==> src/rtl/screen_writer_if.sv <==
// Screen writer bus bundle: command handshake from game logic, write port and
// second read port of the dual-port tile screen RAM, and status pulses.
//   master : game logic + RAM side (drives commands and rd_data)
//   slave  : screen_writer (accepts commands, drives RAM write/read addresses)
interface screen_writer_if #(
  parameter int ADDR_W = 11,
  parameter int CHAR_W = 3
);
  logic              cmd_valid;
  logic              cmd_ready;
  logic [1:0]        cmd_op;
  logic [5:0]        cmd_x;
  logic [4:0]        cmd_y;
  logic [CHAR_W-1:0] cmd_char;
  logic              wr_en;
  logic [ADDR_W-1:0] wr_addr;
  logic [CHAR_W-1:0] wr_data;
  logic [ADDR_W-1:0] rd_addr;
  logic [CHAR_W-1:0] rd_data;
  logic              busy;
  logic              done;
  logic              err;

  modport master (
    output cmd_valid, cmd_op, cmd_x, cmd_y, cmd_char, rd_data,
    input  cmd_ready, wr_en, wr_addr, wr_data, rd_addr, busy, done, err
  );

  modport slave (
    input  cmd_valid, cmd_op, cmd_x, cmd_y, cmd_char, rd_data,
    output cmd_ready, wr_en, wr_addr, wr_data, rd_addr, busy, done, err
  );
endinterface

==> src/rtl/screen_writer.sv <==
// Write-side agent for the 40x30 tile screen memory.
// Accepts PUT / CLEAR / SCROLL commands over a valid/ready handshake and drives
// the write port of the screen RAM; SCROLL also uses a second read port.
// Ports:
//   clk   : system clock
//   reset : synchronous active-high reset
//   bus   : screen_writer_if.slave (command handshake, RAM write/read port,
//           busy / done / err status)
//
// state   | meaning
// --------+--------------------------------------------------------------
// IDLE    | ready for a command; PUT writes land the cycle after accept
// CLEAR   | writing the latched fill code, addresses 1199 down to 0
// SCR_RD  | reading d-COLS for d = 1199..40; copy write follows 1 cycle later
// SCR_TOP | last copy write (addr 40), then fill for addresses 39 down to 0
module screen_writer #(
  parameter int COLS   = 40,
  parameter int ROWS   = 30,
  parameter int ADDR_W = 11,
  parameter int CHAR_W = 3
) (
  input  logic              clk,
  input  logic              reset,
  screen_writer_if.slave    bus
);

  typedef enum logic [1:0] {IDLE, CLEAR, SCR_RD, SCR_TOP} state_e;

  localparam logic [1:0] OP_PUT    = 2'b00;
  localparam logic [1:0] OP_CLEAR  = 2'b01;
  localparam logic [1:0] OP_SCROLL = 2'b10;

  localparam logic [ADDR_W-1:0] LAST_ADDR = ADDR_W'(COLS*ROWS - 1);
  localparam logic [ADDR_W-1:0] LAST_SRC  = ADDR_W'(COLS*ROWS - 1 - COLS);
  localparam logic [ADDR_W-1:0] COLS_A    = ADDR_W'(COLS);
  localparam logic [ADDR_W-1:0] ONE_A     = ADDR_W'(1);

  state_e            state_q, state_d;
  logic              wr_en_q, wr_en_d;
  logic [ADDR_W-1:0] wr_addr_q, wr_addr_d;
  logic [CHAR_W-1:0] wr_data_q, wr_data_d;
  logic [ADDR_W-1:0] rd_addr_q, rd_addr_d;
  logic              busy_q, busy_d;
  logic              done_q, done_d;
  logic              err_q, err_d;
  logic [CHAR_W-1:0] fill_q, fill_d;
  logic              copy_q, copy_d;

  logic              cmd_ready;
  logic              accept;
  logic              put_ok;
  logic [ADDR_W-1:0] put_addr;

  assign cmd_ready = (state_q == IDLE) && !reset;
  assign accept    = bus.cmd_valid && cmd_ready;
  assign put_ok    = (bus.cmd_x < 6'(COLS)) && (bus.cmd_y < 5'(ROWS));
  assign put_addr  = ADDR_W'(bus.cmd_y) * COLS_A + ADDR_W'(bus.cmd_x);

  always_comb begin
    state_d   = state_q;
    wr_en_d   = 1'b0;
    wr_addr_d = wr_addr_q;
    wr_data_d = wr_data_q;
    rd_addr_d = rd_addr_q;
    busy_d    = busy_q;
    done_d    = 1'b0;
    err_d     = 1'b0;
    fill_d    = fill_q;
    copy_d    = 1'b0;
    case (state_q)
      IDLE: begin
        if (accept) begin
          case (bus.cmd_op)
            OP_PUT: begin
              if (put_ok) begin
                wr_en_d   = 1'b1;
                wr_addr_d = put_addr;
                wr_data_d = bus.cmd_char;
              end else begin
                err_d = 1'b1;
              end
            end
            OP_CLEAR: begin
              state_d   = CLEAR;
              busy_d    = 1'b1;
              fill_d    = bus.cmd_char;
              wr_en_d   = 1'b1;
              wr_addr_d = LAST_ADDR;
              wr_data_d = bus.cmd_char;
            end
            OP_SCROLL: begin
              state_d   = SCR_RD;
              busy_d    = 1'b1;
              fill_d    = bus.cmd_char;
              rd_addr_d = LAST_SRC;
            end
            default: ;
          endcase
        end
      end
      SCR_RD: begin
        // schedule the copy of the word being read now; it arrives next cycle
        wr_en_d   = 1'b1;
        copy_d    = 1'b1;
        wr_addr_d = rd_addr_q + COLS_A;
        if (rd_addr_q == '0) state_d = SCR_TOP;
        else                 rd_addr_d = rd_addr_q - ONE_A;
      end
      CLEAR, SCR_TOP: begin
        // wr_addr_q is the address being written this cycle
        if (wr_addr_q == '0) begin
          state_d = IDLE;
          busy_d  = 1'b0;
        end else begin
          wr_en_d   = 1'b1;
          wr_addr_d = wr_addr_q - ONE_A;
          wr_data_d = fill_q;
          done_d    = (wr_addr_q == ONE_A);
        end
      end
      default: state_d = IDLE;
    endcase
  end

  always_ff @(posedge clk) begin
    if (reset) begin
      state_q   <= IDLE;
      wr_en_q   <= 1'b0;
      wr_addr_q <= '0;
      wr_data_q <= '0;
      rd_addr_q <= '0;
      busy_q    <= 1'b0;
      done_q    <= 1'b0;
      err_q     <= 1'b0;
      fill_q    <= '0;
      copy_q    <= 1'b0;
    end else begin
      state_q   <= state_d;
      wr_en_q   <= wr_en_d;
      wr_addr_q <= wr_addr_d;
      wr_data_q <= wr_data_d;
      rd_addr_q <= rd_addr_d;
      busy_q    <= busy_d;
      done_q    <= done_d;
      err_q     <= err_d;
      fill_q    <= fill_d;
      copy_q    <= copy_d;
    end
  end

  assign bus.cmd_ready = cmd_ready;
  assign bus.wr_en     = wr_en_q;
  assign bus.wr_addr   = wr_addr_q;
  // Copy writes forward the RAM read data straight through: the read port
  // already spends one register stage, which keeps writes exactly one cycle
  // behind their reads. Every other write uses the registered data.
  assign bus.wr_data   = copy_q ? bus.rd_data : wr_data_q;
  assign bus.rd_addr   = rd_addr_q;
  assign bus.busy      = busy_q;
  assign bus.done      = done_q;
  assign bus.err       = err_q;

endmodule

==> src/flat_wrapper.sv <==
// flat-port wrapper written by rule: the top's interface ports become plain ports
module screen_writer_flat 
#(
  parameter int COLS   = 40,
  parameter int ROWS   = 30,
  parameter int ADDR_W = 11,
  parameter int CHAR_W = 3
)
  (clk, reset, bus_cmd_valid, bus_cmd_op, bus_cmd_x, bus_cmd_y, bus_cmd_char, bus_rd_data, bus_cmd_ready, bus_wr_en, bus_wr_addr, bus_wr_data, bus_rd_addr, bus_busy, bus_done, bus_err);
  screen_writer_if #(.ADDR_W(ADDR_W), .CHAR_W(CHAR_W)) bus_i ();
  input  logic clk;
  input  logic reset;
  input wire logic [$bits(bus_i.cmd_valid)-1:0] bus_cmd_valid;
  input wire logic [$bits(bus_i.cmd_op)-1:0] bus_cmd_op;
  input wire logic [$bits(bus_i.cmd_x)-1:0] bus_cmd_x;
  input wire logic [$bits(bus_i.cmd_y)-1:0] bus_cmd_y;
  input wire logic [$bits(bus_i.cmd_char)-1:0] bus_cmd_char;
  input wire logic [$bits(bus_i.rd_data)-1:0] bus_rd_data;
  output wire logic [$bits(bus_i.cmd_ready)-1:0] bus_cmd_ready;
  output wire logic [$bits(bus_i.wr_en)-1:0] bus_wr_en;
  output wire logic [$bits(bus_i.wr_addr)-1:0] bus_wr_addr;
  output wire logic [$bits(bus_i.wr_data)-1:0] bus_wr_data;
  output wire logic [$bits(bus_i.rd_addr)-1:0] bus_rd_addr;
  output wire logic [$bits(bus_i.busy)-1:0] bus_busy;
  output wire logic [$bits(bus_i.done)-1:0] bus_done;
  output wire logic [$bits(bus_i.err)-1:0] bus_err;
  assign bus_i.cmd_valid = bus_cmd_valid;
  assign bus_i.cmd_op = bus_cmd_op;
  assign bus_i.cmd_x = bus_cmd_x;
  assign bus_i.cmd_y = bus_cmd_y;
  assign bus_i.cmd_char = bus_cmd_char;
  assign bus_i.rd_data = bus_rd_data;
  assign bus_cmd_ready = bus_i.cmd_ready;
  assign bus_wr_en = bus_i.wr_en;
  assign bus_wr_addr = bus_i.wr_addr;
  assign bus_wr_data = bus_i.wr_data;
  assign bus_rd_addr = bus_i.rd_addr;
  assign bus_busy = bus_i.busy;
  assign bus_done = bus_i.done;
  assign bus_err = bus_i.err;
  screen_writer #(.COLS(COLS), .ROWS(ROWS), .ADDR_W(ADDR_W), .CHAR_W(CHAR_W)) u_core (.clk(clk), .reset(reset), .bus(bus_i));
endmodule
==> config.mk <==
export PLATFORM = sky130hd
export DESIGN_NAME = screen_writer_flat
export DESIGN_NICKNAME = d
export VERILOG_FILES = /design/src/rtl/screen_writer_if.sv /design/src/rtl/screen_writer.sv /design/src/flat_wrapper.sv
export SDC_FILE = /design/constraint.sdc
export NUM_CORES = 1
export LEC_CHECK = 0
export BUFFER_PORTS_ARGS = -buffer_cell sky130_fd_sc_hd__buf_2
export CORE_MARGIN = 2
export CORE_UTILIZATION = 62
export CTS_BUF_LIST = sky130_fd_sc_hd__clkbuf_4
export DETAILED_ROUTE_END_ITERATION = 10
export HOLD_SLACK_MARGIN = 0.06
export MAX_ROUTING_LAYER = met4
export PLACE_DENSITY = 0.89
export SYNTH_ARGS = -nofsm -noshare
export SYNTH_HDL_FRONTEND = slang
export SYNTH_SLANG_ARGS = --single-unit
==> constraint.sdc <==
create_clock -name clk -period 5 [get_ports clk]
set_input_delay 0.5 -clock clk [delete_from_list [all_inputs] [get_ports clk]]
set_output_delay 0.5 -clock clk [all_outputs]
set_load 0.02 [all_outputs]
==> metrics.txt, run 1 <==
Top Ports=52; Placed Area=2813 um^2; CTS tree=yes; H-tree levels=2; Initial Util=0.6440; clock buffer depth=2; reg2reg end=u_core.bus.rd_addr[9]$_SDFFE_PP0P_; commonest non-fill, non-tap cell in the layout=buf_2; total grt overflow=0; DRC violations left=0; Final TNS setup=0 ns; DRT Pass-1 Iters=6; Hold Fails Final Rpt=0; register share of total power=0.415; drt total wl=6.310 mm; outcome=complete, no violations; GPL Wtd Cong=0.8487; Worst-Margin Slew=0.8232 ns; CTS buffer count=5; busiest grt layer=met2; Port Buffers=51; Final nets=386; hold wc startpoint=bus_cmd_char[1]; Final Skew=0.01354 ns; Final ANT Viol Nets=0; GR Util met3=0.05921; Leakage=1.230 nW; Hold Worst Slack=0.3997 ns; drt wl/cell=16.06 um; WS Path Type=register to register; combinational share of power=0.403; Hold Path Stages=3; final worst-path cycle share=0.5771; crit path max fanout=23; Non-Filler Instances=393; GR Util met2=0.4964; CTS resizes=0; GRT Util Overall=0.2993; Int Pwr=0.4856 mW; Synth Flop Type=dfxtp_1; synthesized area=2576 um^2; Reg2Reg Setup Slack=2.11 ns; first-pass GRT wire length=10.02 mm; Final setup violation count=0; #FFs+latches synth=35; vias post-DR=2456; fillers=317; power share of the clock group=0.182; multi-input logic area=1730 um^2; Worst R2R Path Depth=5; Die Y=68.46 um; Mapped Nets=345; asr flop ratio synth=0; Synth-to-Final Area Change=10.93%; fin. max-slew vios=0; Mapped Cells=303; Tot Pwr=0.8116 mW; share of cells above drive strength 1=0.2245; setup repair after global routing missed its margin=false; Via density=6.249; core footprint=4000 um^2; most frequent cells in the layout=51 x buf_2, 35 x dfxtp_1, 27 x nor2_1; Max Fclk=346.6 MHz; vias in the first global route=2209; Switching Fraction=0.4017; arrival time worst endpoint=3.17 ns; DRT iter0 DRCs=197; Clock transition at path regs=0.11 ns; Critical Path Sink Type=register; largest net degree at the start of global routing=37; initial antenna violation count=0; root buf cell=clkbuf_4; PwrDens=284.0 nW/um^2; max_slew headroom=0.4501; min Tclk post-route=2.886 ns; post-CTS setup buffer count=0; Die Span X=68.46 um; Net Sw Power=0.3260 mW; diode count=0; post-route design area=2858 um^2; worst hold path type=input pin to register; Site Rows=23; CTS Sinks=35; die area=4687 um^2; critical path startpoint category=register; Cell variety after synth=70; Synth Area per Inst=8.502 um^2; dpl hpwl=4.820 mm; Post-synth EDFFs=0; Reg-to-Reg Start=u_core.state_q[1]$_SDFFE_PP0P_; Worst Hold End=u_core.fill_q[1]$_SDFFE_PP0P_; maximum vdd drop=0.1406 mV; register area share after synthesis=0.2720; Ys Warns=0; CTS Hold Bufs=0; Max Cap Viol=0; met1 Resource Use GR=0.3587; dpl cells=387; register area=700.7 um^2; Skew-Pair Late Insertion Delay=0.36 ns; Worst Path Required=5.29 ns
[power groups by stage]
stage | combinational [mW] | sequential (mW) | clock, mW
2_1_floorplan | 0.234 | 0.353 | 0
3_3_place_gp | 0.314 | 0.342 | 0
3_5_place_dp | 0.323 | 0.343 | 0
4_1_cts | 0.326 | 0.336 | 0.146
5_1_grt | 0.359 | 0.342 | 0.157
6_report | 0.327 | 0.337 | 0.148
[logic make-up after synthesis]
group,count (synthesis),share of synthesized area
adders and majority gates,20,0.1030
buffers and inverters,33,0.05633
and+or+nand+nor,101,0.2098
AOI/OAI and AO/OA,87,0.2574
xor gates and xnor gates,21,0.07674
muxes,6,0.02477
DFF,35,0.2720
[critical path, cell delays in order (launching register included)]
cell and delay (ns):
dfxtp_1 0.85, nor2b_1 0.75, o41a_1 0.41, o211ai_1 0.19, or4_1 0.44, a21oi_1 0.17
[state kept, by name, summed over array words and instances (netlist names)]
| register | count |
|---|---|
| u_core.bus.rd_addr | 11 |
| u_core.bus.wr_addr | 11 |
| u_core.fill_q | 3 |
| u_core.wr_data_q | 3 |
| u_core.state_q | 2 |
| u_core.bus.busy | 1 |
| u_core.bus.done | 1 |
| u_core.bus.err | 1 |
| u_core.bus.wr_en | 1 |
| u_core.copy_q | 1 |
[cell type report]
type                            count  area share
Multi-Input combinational cell    235      0.6055
Sequential cell                    35      0.2452
Timing Repair Buffer               52     0.09194
Tap cell                           50     0.02189
Inverter                           15     0.01970
Clock buffer                        5     0.01313
Clock inverter                      1    0.002627
[Yosys cell counts, types with 2 or more instances]
| master | instances | share of area |
|---|---|---|
| o21a_1 | 2 | 0.0058 |
| mux2_2 | 3 | 0.013 |
| a21oi_1 | 22 | 0.043 |
| a21o_1 | 2 | 0.0058 |
| o21ai_1 | 5 | 0.0097 |
| nor2b_1 | 3 | 0.0073 |
| a311oi_2 | 3 | 0.017 |
| nor2_1 | 27 | 0.039 |
| inv_1 | 15 | 0.022 |
| nor4b_1 | 2 | 0.0068 |
| buf_2 | 2 | 0.0039 |
| nor4_1 | 2 | 0.0049 |
| nor3_1 | 16 | 0.031 |
| xnor2_1 | 9 | 0.031 |
| nand2_1 | 23 | 0.034 |
| dfxtp_1 | 35 | 0.27 |
| nand3_1 | 5 | 0.0097 |
| nand2b_1 | 3 | 0.0073 |
| clkbuf_1 | 12 | 0.017 |
| buf_6 | 2 | 0.0087 |
| or4_1 | 2 | 0.0058 |
| o2111ai_1 | 2 | 0.0068 |
| o21ai_0 | 5 | 0.0097 |
| a211oi_1 | 10 | 0.029 |
| or3_1 | 3 | 0.0073 |
| ha_1 | 18 | 0.087 |
| a211oi_2 | 3 | 0.015 |
| o31a_1 | 2 | 0.0068 |
| mux2i_1 | 3 | 0.012 |
| o31ai_1 | 2 | 0.0058 |
| o211ai_1 | 3 | 0.0087 |
| fa_1 | 2 | 0.016 |
| xor2_1 | 11 | 0.037 |
| a31oi_1 | 5 | 0.012 |
| and3_1 | 4 | 0.0097 |
[layer usage]
metal  up-vias  share of wire
li1       1199              -
met1      1157           0.42
met2        82           0.49
met3        18          0.065
met4         0          0.023
met5         -              0
[per-stage QoR]
step                      setup slack, ns    util
final                               2.114  0.7144
after global routing                2.033  0.7144
after CTS                           2.207  0.7144
after detailed placement            2.111  0.7032
after global placement              2.177  0.7032
after floorplan                     2.532       -
[worst max-delay path by stage]
stage,startpoint,end,slack (ns),cells past startpoint
global route,u_core.state_q[1]$_SDFFE_PP0P_,u_core.bus.rd_addr[9]$_SDFFE_PP0P_,2.03,5
detailed placement,bus_cmd_y[1],u_core.bus.wr_addr[10]$_SDFFE_PP0P_,2.11,8
floorplan,bus_cmd_y[1],u_core.bus.wr_addr[9]$_SDFFE_PP0P_,2.53,8
finish,u_core.state_q[1]$_SDFFE_PP0P_,u_core.bus.rd_addr[9]$_SDFFE_PP0P_,2.11,5
global placement,bus_cmd_y[1],u_core.bus.wr_addr[10]$_SDFFE_PP0P_,2.18,8
CTS,u_core.state_q[1]$_SDFFE_PP0P_,u_core.bus.rd_addr[9]$_SDFFE_PP0P_,2.21,5
(Power assumes the default switching activity.)
==> run 2: changes to the inputs <==
--- a/config.mk
+++ b/config.mk
@@ -5,14 +5,15 @@
 export SDC_FILE = /design/constraint.sdc
 export NUM_CORES = 1
 export LEC_CHECK = 0
+export ABC_AREA = 1
 export BUFFER_PORTS_ARGS = -buffer_cell sky130_fd_sc_hd__buf_2
 export CORE_MARGIN = 2
-export CORE_UTILIZATION = 62
+export CORE_UTILIZATION = 58
 export CTS_BUF_LIST = sky130_fd_sc_hd__clkbuf_4
 export DETAILED_ROUTE_END_ITERATION = 10
 export HOLD_SLACK_MARGIN = 0.06
 export MAX_ROUTING_LAYER = met4
-export PLACE_DENSITY = 0.89
+export PLACE_DENSITY = 0.83
 export SYNTH_ARGS = -nofsm -noshare
 export SYNTH_HDL_FRONTEND = slang
 export SYNTH_SLANG_ARGS = --single-unit
==> constraint.sdc (replaced) <==
create_clock -name clk -period 2.75 [get_ports clk]
set_input_delay 0.275 -clock clk [delete_from_list [all_inputs] [get_ports clk]]
set_output_delay 0.275 -clock clk [all_outputs]
set_load 0.02 [all_outputs]
==> run 2 against run 1 <==
Routed wire length up 7.3%. Clock power up 98%. Worst hold slack worse by 0.23 ns. Area after synthesis up 4.8%. Worst setup slack worse by 1.6 ns. Register-to-register slack worse by 1.6 ns. Flip-flop and latch count unchanged. Sequential power up 130%. Global-route usage down 1.6 points. Utilization down 3.3 points. Highest routed layer unchanged.
==> metrics.txt, run 2 <==
Hold Path Stages=3 (unchanged); outcome=complete, no violations; drt total wl=6.772 mm (+7.3%); diode count=0 (unchanged); Final nets=509 (+32%); Max Fclk=454.8 MHz (+31%); Final Skew=0.01044 ns (-0.003102 ns); PwrDens=941.5 nW/um^2 (+230%); Clock transition at path regs=0.12 ns (about the same); Die Y=72.22 um (+5.5%); Port Buffers=51 (unchanged); WS Path Type=register to register; Layout Utilization=0.6814 (-0.03301); CTS Sinks=35 (unchanged); dpl cells=512 (+32%); Ys Warns=0 (unchanged); commonest non-fill, non-tap cell in the layout=nand2_1; final worst-path cycle share=0.7995 (+0.2224); synth top area cells=dfxtp_1 26%, nand2_1 13%, ha_1 8.3%, nand3_1 7.8%, nor2_1 7.8%; Top Ports=52 (unchanged); CTS Hold Bufs=0 (unchanged); Hold Worst Slack=0.1665 ns (-0.2333 ns); vias post-DR=2826 (+15%); hold wc startpoint=bus_cmd_char[0]; core footprint=4414 um^2 (+10%); post-CTS setup buffer count=0 (unchanged); Worst-Margin Slew=0.6335 ns (-0.1896 ns); CTS resizes=0 (unchanged); Final WS setup=0.5514 ns (-1.563 ns); crit path max fanout=15 (-35%); Worst Hold End=u_core.fill_q[0]$_SDFFE_PP0P_; Synth top cells by count=94 x nand2_1, 56 x nor2_1, 50 x inv_1, 42 x nand3_1, 35 x dfxtp_1; drt wl/cell=13.02 um (-19%); Place WS=0.4615 ns (-1.650 ns); synthesized area=2699 um^2 (+4.8%); critical path startpoint category=register; Reg2Reg Setup Slack=0.55 ns (-1.56 ns); CTS tree=yes; DRC violations left=0 (unchanged); dpl hpwl=5.286 mm (+9.7%); H-tree levels=2 (unchanged); Final setup violation count=0 (unchanged); power share of the clock group=0.104 (-0.078); Die Span X=72.22 um (+5.5%); Hold Fails Final Rpt=0 (unchanged); register area share after synthesis=0.2596 (-0.01236); min Tclk post-route=2.199 ns (-0.6869 ns); Mapped Nets=460 (+33%); maximum vdd drop=0.3822 mV (+170%); Site Rows=24 (+4.3%); Reg-to-Reg Start=u_core.state_q[0]$_SDFFE_PP0P_; register share of total power=0.278 (-0.137); post-route design area=3008 um^2 (+5.3%); DRT Pass-1 Iters=5 (-1); Non-Filler Instances=520 (+32%); combinational share of power=0.619 (+0.216); GRT Util Overall=0.2828 (-0.01642); cell taking the most area after synthesis=dfxtp_1; die area=5215 um^2 (+11%); fin. max-slew vios=0 (unchanged); Synth Flop Type=dfxtp_1; Placed Area=2950 um^2 (+4.9%); root buf cell=clkbuf_4; GPL Wtd Cong=0.9621 (+13%); Leakage=1.535 nW (+25%); Net Sw Power=1.490 mW (+360%); most frequent cell after synthesis=nand2_1; arrival time worst endpoint=2.49 ns (-0.68 ns); Initial Util=0.6114 (-0.03265); Max Cap Viol=0 (unchanged); Int Pwr=1.342 mW (+180%); Via density=5.435 (-13%); #FFs+latches synth=35 (unchanged); largest net degree at the start of global routing=21 (-43%); max_slew headroom=0.5772 (+0.1271); Skew-Pair Late Insertion Delay=0.35 ns (about the same); clock buffer depth=2 (unchanged); Post-synth EDFFs=0 (unchanged); top-area cell type share of the netlist area=0.2596 (-0.01236); vias in the first global route=2618 (+19%); Final ANT Viol Nets=0 (unchanged); worst hold path type=input pin to register; Switching Fraction=0.5260 (+0.1243); Critical Path Sink Type=register; Synth-to-Final Area Change=11.45%; reg2reg end=u_core.bus.rd_addr[5]$_SDFFE_PP0P_; fillers=403 (+27%); asr flop ratio synth=0 (unchanged); Mapped Cells=418 (+38%); Cell variety after synth=33 (-53%); initial antenna violation count=0 (unchanged); setup repair after global routing missed its margin=false; Synth Area per Inst=6.457 um^2 (-24%); most frequent cells in the layout=94 x nand2_1, 56 x nor2_1, 51 x buf_2; first-pass GRT wire length=11.39 mm (+14%); Tot Pwr=2.832 mW (+250%); Worst R2R Path Depth=7 (+2); total grt overflow=0 (unchanged); share of cells above drive strength 1=0.1816 (-0.04287); Final TNS setup=0 ns (unchanged); Worst Path Required=3.04 ns (-2.25 ns); DRT iter0 DRCs=245 (+24%); CTS buffer count=5 (unchanged)
==> run 2: cell count changes in the layout (fill, tap and decap cells not counted), moves of 9 or more <==
cell | before | now
a211oi_1 | 10 | 0
inv_1 | 15 | 50
nand2_1 | 23 | 94
nand3_1 | 5 | 42
nor2_1 | 27 | 56
nor3_1 | 16 | 5
o21ai_0 | 5 | 30
xnor2_1 | 9 | 0
==> run 2: area by class of cell <==
| cell class | count | area (um^2) | area share |
|---|---|---|---|
| clock buffer | 6 | 45.04 | 0.01498 |
| sequential | 35 | 700.7 | 0.2329 |
| multi-input combinational | 320 | 1719 | 0.5715 |
| timing repair buffer | 53 | 270.3 | 0.08985 |
| clock inverter | 2 | 12.51 | 0.004160 |
| inverter | 52 | 195.2 | 0.06489 |
| tap | 52 | 65.06 | 0.02163 |
==> run 2: worst max-delay path, cell delays in order (launching register included) <==
cell and delay (ns):
dfxtp_1 0.48, nor2_2 0.58, inv_1 0.26, nand2_1 0.14, nand3_2 0.25, inv_2 0.22
nand2_1 0.07, a21oi_1 0.12
==> run 2: routing by layer <==
layer  up-vias  share of wire  track usage
met3         9          0.070      0.04167
met4         0          0.013      0.09853
met2       113           0.47       0.4444
li1       1451              -            -
met5         -              0            -
met1      1253           0.45       0.3725
==> run 2: cell families (layout without fill, tap and decap cells) <==
group / Yosys count / after routing / share of synthesized area
buf+inv: 63 / 113 / 0.1034
fa+ha+maj: 20 / 20 / 0.09829
xor+xnor: 7 / 7 / 0.02272
mux: 3 / 3 / 0.01252
compound gates: 71 / 71 / 0.1433
flops: 35 / 35 / 0.2596
simple gates: 219 / 219 / 0.3602
==> run 2: power by group through the flow <==
stage	sequential, mW	clock (mW)	combinational [mW]
2_1_floorplan	0.869	0	1.31
6_report	0.787	0.293	1.75
3_5_place_dp	0.797	0	1.73
4_1_cts	0.785	0.300	1.74
3_3_place_gp	0.792	0	1.69
5_1_grt	0.810	0.315	1.99
==> run 2: worst max path at each step <==
stage	from	endpoint	slack, ns	cells after the start
global placement	bus_cmd_y[1]	u_core.bus.wr_addr[9]$_SDFFE_PP0P_	0.53	13
CTS	u_core.state_q[0]$_SDFFE_PP0P_	u_core.bus.rd_addr[8]$_SDFFE_PP0P_	0.56	7
floorplan	bus_cmd_y[1]	u_core.bus.wr_addr[9]$_SDFFE_PP0P_	0.73	12
global route	u_core.state_q[0]$_SDFFE_PP0P_	u_core.bus.rd_addr[2]$_SDFFE_PP0P_	0.27	7
detailed placement	bus_cmd_y[1]	u_core.bus.wr_addr[9]$_SDFFE_PP0P_	0.46	13
finish	u_core.state_q[0]$_SDFFE_PP0P_	u_core.bus.rd_addr[5]$_SDFFE_PP0P_	0.55	7
==> run 3: changes to the inputs <==
--- a/config.mk
+++ b/config.mk
@@ -8,12 +8,12 @@
 export ABC_AREA = 1
 export BUFFER_PORTS_ARGS = -buffer_cell sky130_fd_sc_hd__buf_2
 export CORE_MARGIN = 2
-export CORE_UTILIZATION = 58
+export CORE_UTILIZATION = 52
 export CTS_BUF_LIST = sky130_fd_sc_hd__clkbuf_4
 export DETAILED_ROUTE_END_ITERATION = 10
 export HOLD_SLACK_MARGIN = 0.06
 export MAX_ROUTING_LAYER = met4
-export PLACE_DENSITY = 0.83
+export PLACE_DENSITY = 0.79
 export SYNTH_ARGS = -nofsm -noshare
 export SYNTH_HDL_FRONTEND = slang
 export SYNTH_SLANG_ARGS = --single-unit
==> constraint.sdc (replaced) <==
create_clock -name clk -period 2.02 [get_ports clk]
set_input_delay 0.202 -clock clk [delete_from_list [all_inputs] [get_ports clk]]
set_output_delay 0.202 -clock clk [all_outputs]
set_load 0.02 [all_outputs]
==> run 3 against run 2 <==
Final cell count is 6.0% higher. Global-route usage decreased by 3.8 points. Die area rose by 11%. Power increased by 43%. Clock skew fell by 0.0017 ns. Critical endpoint is now u_core.bus.wr_addr[9]$_SDFFE_PP0P_. Highest routed layer unchanged.
==> metrics.txt, run 3 (synthesis gave the netlist of run 2 again) <==
drt total wl=6.600 mm (-2.5%); outcome=complete, no violations; Final setup violation count=0 (unchanged); Crit path largest cell delay=0.37 ns (-0.21 ns); Top Ports=52 (unchanged); first-pass GRT wire length=11.50 mm (+0.97%); commonest non-fill, non-tap cell in the layout=nand2_1; share of cells above drive strength 1=0.2017 (+0.02004); DRT Pass-1 Iters=4 (-1); CP max stage cell=fa_1; max_slew headroom=0.6767 (+0.09952); drt wl/cell=11.98 um (-8.0%); arrival time worst endpoint=2.03 ns (-0.46 ns); core footprint=5042 um^2 (+14%); Max Fclk=561.3 MHz; clock buffer depth=2 (unchanged); H-tree levels=2 (unchanged); die area=5782 um^2 (+11%); Worst Path Required=2.27 ns (-0.77 ns); most frequent cells in the layout=94 x nand2_1, 56 x nor2_1, 51 x buf_2; crit path max fanout=4 (-11); Die Span X=76.04 um (+5.3%); Worst-Margin Slew=0.4812 ns (-0.1523 ns); Initial Util=0.5352 (-0.07616); CTS resizes=0 (unchanged); Tot Pwr=4.052 mW (+43%); Site Rows=26 (+8.3%); largest net degree at the start of global routing=21 (unchanged); CTS tree=yes; Final Skew=0.008760 ns (-0.001681 ns); diode count=0 (unchanged); Skew-Pair Late Insertion Delay=0.34 ns (about the same); Leakage=1.610 nW (+4.8%); min Tclk post-route=1.782 ns; maximum vdd drop=0.6773 mV (+77%); total grt overflow=0 (unchanged); Final WS setup=0.2384 ns (-0.3129 ns); dpl hpwl=5.211 mm (-1.4%); Place WS=-0.1299 ns (-0.5913 ns); Port Buffers=51 (unchanged); Clock transition at path regs=0.11 ns (about the same); worst hold path type=input pin to register; vias in the first global route=2628 (+0.38%); WS Path Type=input pin to register; Top cell by count, worst path=nand3_1; initial antenna violation count=0 (unchanged); CTS Sinks=35 (unchanged); Final ANT Viol Nets=0 (unchanged); Final nets=522 (+2.6%); final worst-path cycle share=0.8820; GRT Util Overall=0.2448 (-0.03808); Hold Fails Final Rpt=0 (unchanged); Layout Utilization=0.6256 (-0.05585); DRT iter0 DRCs=161 (-34%); Die Y=76.04 um (+5.3%); GPL Wtd Cong=0.9202 (-4.4%); CP Cell Sequence=buf_2 > ha_1 > ha_1 > fa_1 > or2_2 > nand3_1 > inv_1 > nand2_1 > nand3_1 > nand3_1 > nand2_1 > nor2_1 > nor2_1; vias post-DR=2857 (+1.1%); Max Cap Viol=0 (unchanged); setup repair after global routing missed its margin=false; PwrDens=1285 nW/um^2 (+36%); fin. max-slew vios=0 (unchanged); CTS Hold Bufs=0 (unchanged); Critical Path Sink Type=register; critical path startpoint category=input pin; CTS buffer count=5 (unchanged); Via density=5.185 (-4.6%); DRC violations left=0 (unchanged); Synth-to-Final Area Change=16.88%; post-CTS setup buffer count=0 (unchanged); root buf cell=clkbuf_4
-- run 3: cell types whose count changed in the layout (fill, tap and decap cells not counted), sizes merged --
cell	before	now
clkbuf	6	5
clkinv	1	2
buf	53	66
bufinv	0	1
clkinvlp	1	0
-- run 3: per-layer routing --
metal | GRT usage | vias to the layer above | part of all wire
met2 | 0.4080 | 74 | 0.47
met1 | 0.3185 | 1299 | 0.47
li1 | - | 1480 | -
met5 | - | - | 0
met4 | 0.04727 | 0 | 0.0064
met3 | 0.03910 | 4 | 0.053
-- run 3: worst paths after layout --
path	startpoint	to	slack (ns)	depth (start not counted)
setup reg to reg	u_core.bus.rd_addr[0]$_SDFFE_PP0P_	u_core.bus.rd_addr[7]$_SDFFE_PP0P_	0.27	9
hold / removal	bus_cmd_char[0]	u_core.fill_q[0]$_SDFFE_PP0P_	0.11	3
setup / recovery	bus_cmd_y[1]	u_core.bus.wr_addr[9]$_SDFFE_PP0P_	0.24	13
hold reg to reg	u_core.fill_q[1]$_SDFFE_PP0P_	u_core.fill_q[1]$_SDFFE_PP0P_	0.46	2
-- run 3: cell type report --
cell class,instances,area (um^2)
fillers,472,1888
inverters,52,195.2
clock inverters,3,38.79
well taps,70,87.58
multi-input cells,320,1727
repair buffers,66,367.9
clock buffers,5,37.54
flip-flops and latches,35,700.7
-- run 3: power by group --
| part | total (mW) | switching, mW | leakage [nW] | internal (mW) |
|---|---|---|---|---|
| clock | 0.504 | 0.249 | 0.0426 | 0.255 |
| sequential | 1.04 | 0.172 | 0.285 | 0.869 |
| combinational | 2.51 | 1.62 | 1.28 | 0.887 |
| total | 4.05 | 2.04 | 1.61 | 2.01 |
-- run 3: metrics by stage --
stage	std cells	setup TNS [ns]	hold slack (ns)	instance area (um^2)
finish	551	0	0.1064	3154
global route	551	0	0.1272	3154
CTS	551	0	0.09711	3147
detailed placement	543	-0.1927	0.4402	3070
global placement	543	-0.1295	0.4333	3070
floorplan	418	0	0.2644	2699
-- run 3: worst max-delay path, delay by kind of cell --
family        cells  cell delay, ns
simple gates      8            0.79
fa+ha+maj         3            0.88
buf+inv           2            0.16
